--- src/rtl/fetch_sequencer.sv ---
// fetch_sequencer: instruction fetch controller for a single-cycle instruction memory.
// Owns the program counter and presents the fetched word to decode through a
// registered valid/ready output stage. Supports start/halt, branch redirect with
// flush, end-of-program detection and out-of-range redirect reporting.
// Optional build macro FETCH_PERF_CNT_EN adds saturating stall/fetch counters;
// without it stall_cnt and fetch_cnt are tied to zero.
module fetch_sequencer #(
  parameter int AWIDTH   = 8,
  parameter int DWIDTH   = 32,
  parameter int DEPTH    = 32,
  parameter int RESET_PC = 0
) (
  input  logic              clk,
  input  logic              rst_n,
  input  logic              start,
  input  logic              halt,
  input  logic              redirect_valid,
  input  logic [AWIDTH-1:0] redirect_pc,
  output logic [AWIDTH-1:0] cnt_out,
  input  logic [DWIDTH-1:0] instruction,
  output logic [DWIDTH-1:0] inst_out,
  output logic [AWIDTH-1:0] pc_out,
  output logic              inst_valid,
  input  logic              inst_ready,
  output logic              busy,
  output logic              done,
  output logic              range_err,
  output logic [15:0]       stall_cnt,
  output logic [15:0]       fetch_cnt
);

  typedef enum logic [1:0] {IDLE, FETCH, DONE} state_t;

  // Highest legal word address; anything above it is out of range.
  localparam logic [AWIDTH-1:0] LAST_PC    = AWIDTH'(DEPTH - 1);
  localparam logic [AWIDTH-1:0] RESET_PC_W = AWIDTH'(RESET_PC);

  state_t              state_reg, state_next;
  logic [AWIDTH-1:0]   pc_reg, pc_next;
  logic [AWIDTH-1:0]   pc_out_reg, pc_out_next;
  logic [DWIDTH-1:0]   inst_reg, inst_next;
  logic                valid_reg, valid_next;
  logic                range_err_reg, range_err_next;
  logic                redirect_hit;
  logic                capture;

  // Redirects are only honoured once fetching has been started.
  assign redirect_hit = redirect_valid && (state_reg != IDLE);
  // Output stage can take a new word when empty or being drained this cycle.
  assign capture      = (state_reg == FETCH) && (!valid_reg || inst_ready);

  // State and datapath registers.
  always_ff @(posedge clk or negedge rst_n) begin
    if (!rst_n) begin
      state_reg     <= IDLE;
      pc_reg        <= RESET_PC_W;
      pc_out_reg    <= '0;
      inst_reg      <= '0;
      valid_reg     <= 1'b0;
      range_err_reg <= 1'b0;
    end else begin
      state_reg     <= state_next;
      pc_reg        <= pc_next;
      pc_out_reg    <= pc_out_next;
      inst_reg      <= inst_next;
      valid_reg     <= valid_next;
      range_err_reg <= range_err_next;
    end
  end

  // Next-state logic; priority is halt > redirect > start > capture.
  always_comb begin
    state_next     = state_reg;
    pc_next        = pc_reg;
    pc_out_next    = pc_out_reg;
    inst_next      = inst_reg;
    valid_next     = valid_reg;
    range_err_next = range_err_reg;

    if (halt) begin
      state_next = IDLE;
      pc_next    = RESET_PC_W;
      valid_next = 1'b0;
    end else if (redirect_hit) begin
      valid_next = 1'b0;
      if (redirect_pc > LAST_PC) begin
        range_err_next = 1'b1;
        state_next     = DONE;
      end else begin
        pc_next    = redirect_pc;
        state_next = FETCH;
      end
    end else if (start && (state_reg != FETCH)) begin
      state_next     = FETCH;
      pc_next        = RESET_PC_W;
      range_err_next = 1'b0;
      valid_next     = 1'b0;
    end else if (capture) begin
      inst_next   = instruction;
      pc_out_next = pc_reg;
      valid_next  = 1'b1;
      if (pc_reg == LAST_PC) begin
        state_next = DONE;
      end else begin
        pc_next = pc_reg + 1'b1;
      end
    end else if ((state_reg == DONE) && valid_reg && inst_ready) begin
      valid_next = 1'b0;
    end
  end

`ifdef FETCH_PERF_CNT_EN
  logic [15:0] stall_cnt_reg;
  logic [15:0] fetch_cnt_reg;
  logic        start_take;

  // A start only takes effect when nothing of higher priority is present.
  assign start_take = !halt && !redirect_hit && start && (state_reg != FETCH);

  // Saturating performance counters, cleared by an accepted start.
  always_ff @(posedge clk or negedge rst_n) begin
    if (!rst_n) begin
      stall_cnt_reg <= '0;
      fetch_cnt_reg <= '0;
    end else if (start_take) begin
      stall_cnt_reg <= '0;
      fetch_cnt_reg <= '0;
    end else begin
      if ((state_reg == FETCH) && valid_reg && !inst_ready && (stall_cnt_reg != 16'hFFFF))
        stall_cnt_reg <= stall_cnt_reg + 16'd1;
      if (capture && !halt && !redirect_hit && (fetch_cnt_reg != 16'hFFFF))
        fetch_cnt_reg <= fetch_cnt_reg + 16'd1;
    end
  end

  assign stall_cnt = stall_cnt_reg;
  assign fetch_cnt = fetch_cnt_reg;
`else
  assign stall_cnt = '0;
  assign fetch_cnt = '0;
`endif

  assign cnt_out    = pc_reg;
  assign inst_out   = inst_reg;
  assign pc_out     = pc_out_reg;
  assign inst_valid = valid_reg;
  assign range_err  = range_err_reg;
  assign busy       = (state_reg == FETCH);
  assign done       = (state_reg == DONE) && !valid_reg;

endmodule

--- config.mk ---
export PLATFORM = sky130hd
export DESIGN_NAME = fetch_sequencer
export DESIGN_NICKNAME = d
export VERILOG_FILES = /design/src/rtl/fetch_sequencer.sv
export SDC_FILE = /design/constraint.sdc
export NUM_CORES = 1
export LEC_CHECK = 0
export BUFFER_PORTS_ARGS = -buffer_cell sky130_fd_sc_hd__buf_2
export CAP_MARGIN = 20
export CORE_ASPECT_RATIO = 0.75
export CORE_MARGIN = 8
export CORE_UTILIZATION = 47
export DETAILED_ROUTE_END_ITERATION = 12
export GPL_ROUTABILITY_DRIVEN = 0
export PLACE_DENSITY = 0.82
export SLEW_MARGIN = 20
export SYNTH_ARGS = -nofsm -noshare
export SYNTH_HDL_FRONTEND = slang
export SYNTH_SLANG_ARGS = --single-unit
--- constraint.sdc ---
create_clock -name clk -period 2.1 [get_ports clk]
set_clock_uncertainty 0.05 [all_clocks]
set_input_delay 0.105 -clock clk [delete_from_list [all_inputs] [get_ports clk]]
set_output_delay 0.105 -clock clk [all_outputs]
set_load 0.03 [all_outputs]
# ---- Word-level counts from Yosys, hierarchy flattened
# Index checks and enable logic that the tools add are counted.
dict set report totals {
  regBits 52
  inputBits 46
  word_cells 55
}
dict set report op_classes {
  eq_ne 7
  addsub 1
  bitwise_logic 3
  reduce_logical 17
  n_mux 20
  n_lt_le_gt_ge 1
}
# cell count
set op_table {}
lappend op_table {{$mux W8} 6}
lappend op_table {{$mux W2} 6}
lappend op_table {{$add A8 B1 Y8 const B} 1}
lappend op_table {{$eq A8 B5 Y1 const B} 1}
lappend op_table {{$gt A8 B5 Y1 const B} 1}
lappend op_table {{$mux W1} 8}
lappend op_table {{$reduce_bool A4 Y1} 2}
lappend op_table {{$logic_and A1 B1 Y1} 6}
lappend op_table {{$reduce_and A3 Y1} 2}
lappend op_table {{$reduce_bool A5 Y1} 1}
lappend op_table {{$ne A2 B1 Y1 const B} 2}
lappend op_table {{$ne A4 B4 Y1 const B} 1}
lappend op_table {{$reduce_and A4 Y1} 1}
lappend op_table {{$reduce_bool A2 Y1} 2}
lappend op_table {{$ne A3 B3 Y1 const B} 1}
lappend op_table {{$not A1 Y1} 3}
lappend op_table {{$eq A2 B1 Y1 const B} 1}
lappend op_table {{$eq A2 B2 Y1 const B} 1}
lappend op_table {{$reduce_and A2 Y1} 1}
lappend op_table {{$logic_not A1 Y1} 1}
lappend op_table {{$logic_or A1 B1 Y1} 1}

# ---- Depth between registers and ports, before layout
dict set report depth {
  word_depth 8
  depth_mapped 8
}

# ---- Worst setup path after synthesis
# Ideal clock, no wire load.
dict set report synth_timing {
  path_type {flip-flop to flip-flop}
  from {register state_reg[1]}
  to {register inst_reg[0], in the netlist inst_out[0]}
  period_less_slack_ps 1882
  path_buffers 3
  path_slack_ps 218
  setup_time_ps 125
  path_stages_with_launch 8
  required_time_ps 1925
  arrival_time_ps 1707
  path_cell_list {dfrtp_1 -> buf_2 -> nor2b_4 -> o21ai_2 -> or3_1 -> buf_6 -> buf_12 -> mux2_4}
}
dict set report synth_between {
  elab_cells_between_ends 9
}
# item line_no
set synth_rtl {}
lappend synth_rtl {{from (decl)} 38} ;# state_t state_reg, state_next;
lappend synth_rtl {{from (signal assigned)} 62} ;# state_reg <= state_next;
lappend synth_rtl {{$eq A2 B1 Y1} --}
lappend synth_rtl {{named net busy} 25} ;# output logic busy,
lappend synth_rtl {{$logic_and A1 B1 Y1} 50} ;# assign capture = (state_reg == FETCH) && (!valid_reg || inst_ready);
lappend synth_rtl {{$reduce_and A4 Y1 (no line)} --}
lappend synth_rtl {{to (signal assigned)} 65} ;# inst_reg <= inst_next;
lappend synth_rtl {{to (decl)} 41} ;# logic [DWIDTH-1:0] inst_reg, inst_next;
# The timed path passes the listed nets, and every way through them passes these cells.
# A chain may end at the register's enable or synchronous reset.

# ---- Worst setup path in the final report
dict set report layout_timing {
  from {register state_reg[0]}
  to {register pc_reg[0], in the netlist cnt_out[0]}
}
dict set report layout_between {
  elab_chain_cells 5
  elab_cells_between_ends 13
}
# item line_no
set layout_rtl {}
lappend layout_rtl {{$ne A2 B1 Y1} 93} ;# end else if (start && (state_reg != FETCH)) begin
lappend layout_rtl {{$logic_and A1 B1 Y1} 93}
lappend layout_rtl {{$mux W8} 93}
lappend layout_rtl {{$mux W8} 84} ;# end else if (redirect_hit) begin
lappend layout_rtl {{$mux W8} 80} ;# if (halt) begin
lappend layout_rtl {{to (signal assigned)} 63} ;# pc_reg <= pc_next;
lappend layout_rtl {{to (decl)} 39} ;# logic [AWIDTH-1:0] pc_reg, pc_next;
# Several ways; a longest one is shown, not always the timed one.

==> results.sh <==
export IMPL_outcome="completed"
export IMPL_post_dp_hpwl_um=4850
export IMPL_htreeDepth=2
export IMPL_holdCritPathClass="input port to flip-flop"
export IMPL_power_leakage_nw=1.95
export IMPL_cellPowerDensity_mw_per_mm2=1170
export IMPL_synth_top_family_by_area="multiplexers"
export IMPL_p_seq_share_pct=36.5
export IMPL_total_power_mw=4.27
export IMPL_cp_arrival_ps=2120
export IMPL_first_iter_violations=135
export IMPL_r2r_start="state_reg[0]$_DFFE_PN0P_"
export IMPL_timing_critical_path_from_type="flip-flop"
export IMPL_worst_r2r_cell_count=6
export IMPL_setup_viol=0
export IMPL_cp_end_kind="flip-flop"
export IMPL_cp_slowest_cell="dfrtp_1"
export IMPL_grt_max_degree=32
export IMPL_cts_made_buffers=5
export IMPL_drc=0
export IMPL_synthAdderAreaFrac_pct=0.451
export IMPL_worstHoldPathCells=3
export IMPL_crit_required_ps=2230
export IMPL_worstSetupPathType="flip-flop to flip-flop"
export IMPL_post_synth_top_area_cell="dfrtp_1"
export IMPL_antenna_left=0
export IMPL_final_area_mm2=0.00365
export IMPL_wl_per_cell_um=16.4
export IMPL_tightest_slew_ps=537
export IMPL_cts_sinks=52
export IMPL_synthCells=209
export IMPL_core_area_mm2=0.00577
export IMPL_synthTopCellsByArea="dfrtp_1 (47%), mux2_4 (22%), buf_4 (8.7%)"
export IMPL_cp_num_cells=6
export IMPL_hold_start="redirect_pc[1]"
export IMPL_synth_warnings=0
export IMPL_synthFlopType="dfrtp_1"
export IMPL_yosysSeqAreaShare_pct=46.9
export IMPL_synth_top_area_share_pct=46.9
export IMPL_crit_fanout=10
export IMPL_drv_cap=0
export IMPL_clock_latency_ps=300
export IMPL_tritoncts="yes"
export IMPL_antenna_found_initial=0
export IMPL_grt_use_total_pct=16.0
export IMPL_path_buf_inv=1
export IMPL_whs_ps=39.7
export IMPL_crit_start="state_reg[0]$_DFFE_PN0P_"
export IMPL_cpPeakStageDelay_ps=430
export IMPL_root_buffer="clkbuf_8"
export IMPL_fp_dieArea_mm2=0.00864
export IMPL_io_buffers=97
export IMPL_synth_distinct_cells=40
export IMPL_synthMuxAreaShare_pct=22.4
export IMPL_firstDrtPassIters=4
export IMPL_vias=2031
export IMPL_largest_reg_flops=32
export IMPL_rows=24
export IMPL_path_clk_slew_ps=90
export IMPL_grt_pass1_wl_um=11200
export IMPL_synth_seq_cells=52
export IMPL_placed_area_mm2=0.00318
export IMPL_layout_cells_most_common="buf_2"
export IMPL_crit_path_cell_trace="mux2_4 > o22a_2 > o211ai_2 > buf_4 > mux2i_1 > nor2_1"
export IMPL_maxSlewHeadroom_pct=64.2
export IMPL_drive_above_1_share_pct=47.2
export IMPL_finalHoldViolCount=0
export IMPL_yosys_area_share_simple_pct=7.35
export IMPL_timing_final_max_slew_violations=0
export IMPL_clock_path_buffers=2
export IMPL_fin_crit_ps=1990
export IMPL_start_util_pct=48.1
export IMPL_diodes=0
export IMPL_dpl_cell_count=379
export IMPL_chipWidth_um=105
export IMPL_viasPerCell=4.80
export IMPL_synth_edff_count=0
export IMPL_p_sw_mw=1.75
export IMPL_mostFrequentLayoutCells="buf_2 (97), dfrtp_1 (52), mux2_4 (40)"
export IMPL_fmax_ghz=0.502
export IMPL_ioPinCount=130
export IMPL_syn_avg_cell_area_um2=13.3
export IMPL_routed_wl_um=6950
export IMPL_fin_cells=423
export IMPL_n_fill_cell=463
export IMPL_p_sw_share_pct=40.9
export IMPL_synth_xor_area_share_pct=1.58
export IMPL_synthArstFlopShare_pct=100
export IMPL_p_int_mw=2.52
export IMPL_die_h_um=82.5
export IMPL_fin_util_pct=63.2
export IMPL_clkPwrFrac_pct=16.2
export IMPL_grt_ovfl_total=0
export IMPL_grt_pass1_vias=2202
export IMPL_fin_nets=391
export IMPL_area_growth_pct=31.4
export IMPL_ir_drop_v=0.000450
export IMPL_fin_crit_sh_pct=94.8
export IMPL_synth_compound_gate_area_share_pct=7.62
export IMPL_combPwrFrac_pct=47.4
export IMPL_critPathTopFamily="compound AO/OA/AOI/OAI gates"
export IMPL_netlist_area_mm2=0.00277
cells in the mapped netlist (2+ instances only):
| cell type | n |
|---|---|
| o21a_1 | 2 |
| nand2_1 | 7 |
| buf_6 | 3 |
| a22oi_1 | 3 |
| nor3_1 | 3 |
| o31ai_1 | 4 |
| buf_12 | 4 |
| nor2b_1 | 3 |
| dfrtp_1 | 52 |
| nand3_1 | 3 |
| nor3_2 | 3 |
| buf_2 | 2 |
| a21oi_1 | 4 |
| a221oi_1 | 4 |
| buf_4 | 32 |
| o21ai_0 | 7 |
| nand3b_1 | 3 |
| nor2_1 | 4 |
| inv_1 | 2 |
| nand2b_1 | 2 |
| xnor2_1 | 4 |
| mux2_4 | 40 |
per-stage QoR:
stage,worst slack (ps),setup TNS (ps)
floorplan,218,0
detailed placement,118,0
global route,-4.49,-4.49
finish,109,0
global placement,212,0
CTS,113,0
area by class of cell:
class                      instances  area (um2)  area share [%]
clock buffer                       6        72.6            1.99
timing repair buffer             139         908            24.9
tap                               78        97.6            2.68
multi-input combinational        144        1220            33.5
inverter                           2        7.51           0.206
sequential                        52        1300            35.7
clock inverter                     2        38.8            1.06
path summary, 6_finish.rpt:
| check | slack [ps] | to |
|---|---|---|
| worst max-delay path | 110 | cnt_out[0]$_DFFE_PN0P_ |
| worst min-delay path | 40 | cnt_out[1]$_DFFE_PN0P_ |
| worst max register to register | 110 | cnt_out[0]$_DFFE_PN0P_ |
| worst min register to register | 460 | inst_out[28]$_DFFE_PN0P_ |
| max in group asynchronous | 1180 | inst_out[10]$_DFFE_PN0P_ |
| min in group asynchronous | 270 | inst_out[24]$_DFFE_PN0P_ |
worst reg2reg max path, stage by stage (launching register included):
cell,delay (ps)
dfrtp_1,430
mux2_4,320
o22a_2,280
o211ai_2,390
buf_4,190
mux2i_1,170
nor2_1,50
timing repair:
| item | CTS | global route |
|---|---|---|
| setup endpoints to repair | 0 | 3 |
| buffers inserted | 0 | 3 |
| hold endpoints to repair | 53 | 0 |
| hold buffers | 33 | 0 |
| gates resized for setup | 0 | 1 |
routing by layer:
layer | vias to the layer above | part of all wire [%] | routed length [um] | GRT usage [%]
met5 | - | 0 | 0 | 0
met4 | 0 | 1.0 | 72 | 5.25
met3 | 9 | 6.4 | 442 | 5.19
met2 | 85 | 50 | 3450 | 27.2
met1 | 999 | 43 | 2990 | 19.3
li1 | 938 | - | - | -
power groups by stage:
stage          clock network (mW)  logic, mW  registers [mW]
6_report                    0.691       2.02            1.56
3_3_place_gp                    0       1.93            1.54
2_1_floorplan                   0      0.790            2.23
4_1_cts                     0.721       2.01            1.55
3_5_place_dp                    0       1.96            1.56
5_1_grt                     0.756       2.14            1.60
cell families (layout without fill, tap and decap cells):
kind of cell,after synthesis,count (layout)
buffers and inverters,44,149
XOR/XNOR,5,5
other,1,32
AO/OA/AOI/OAI,30,30
adder cells (fa/ha/maj),1,1
flip-flops,52,52
multiplexers,42,42
AND/OR/NAND/NOR,34,34
(Power assumes the default switching activity.)
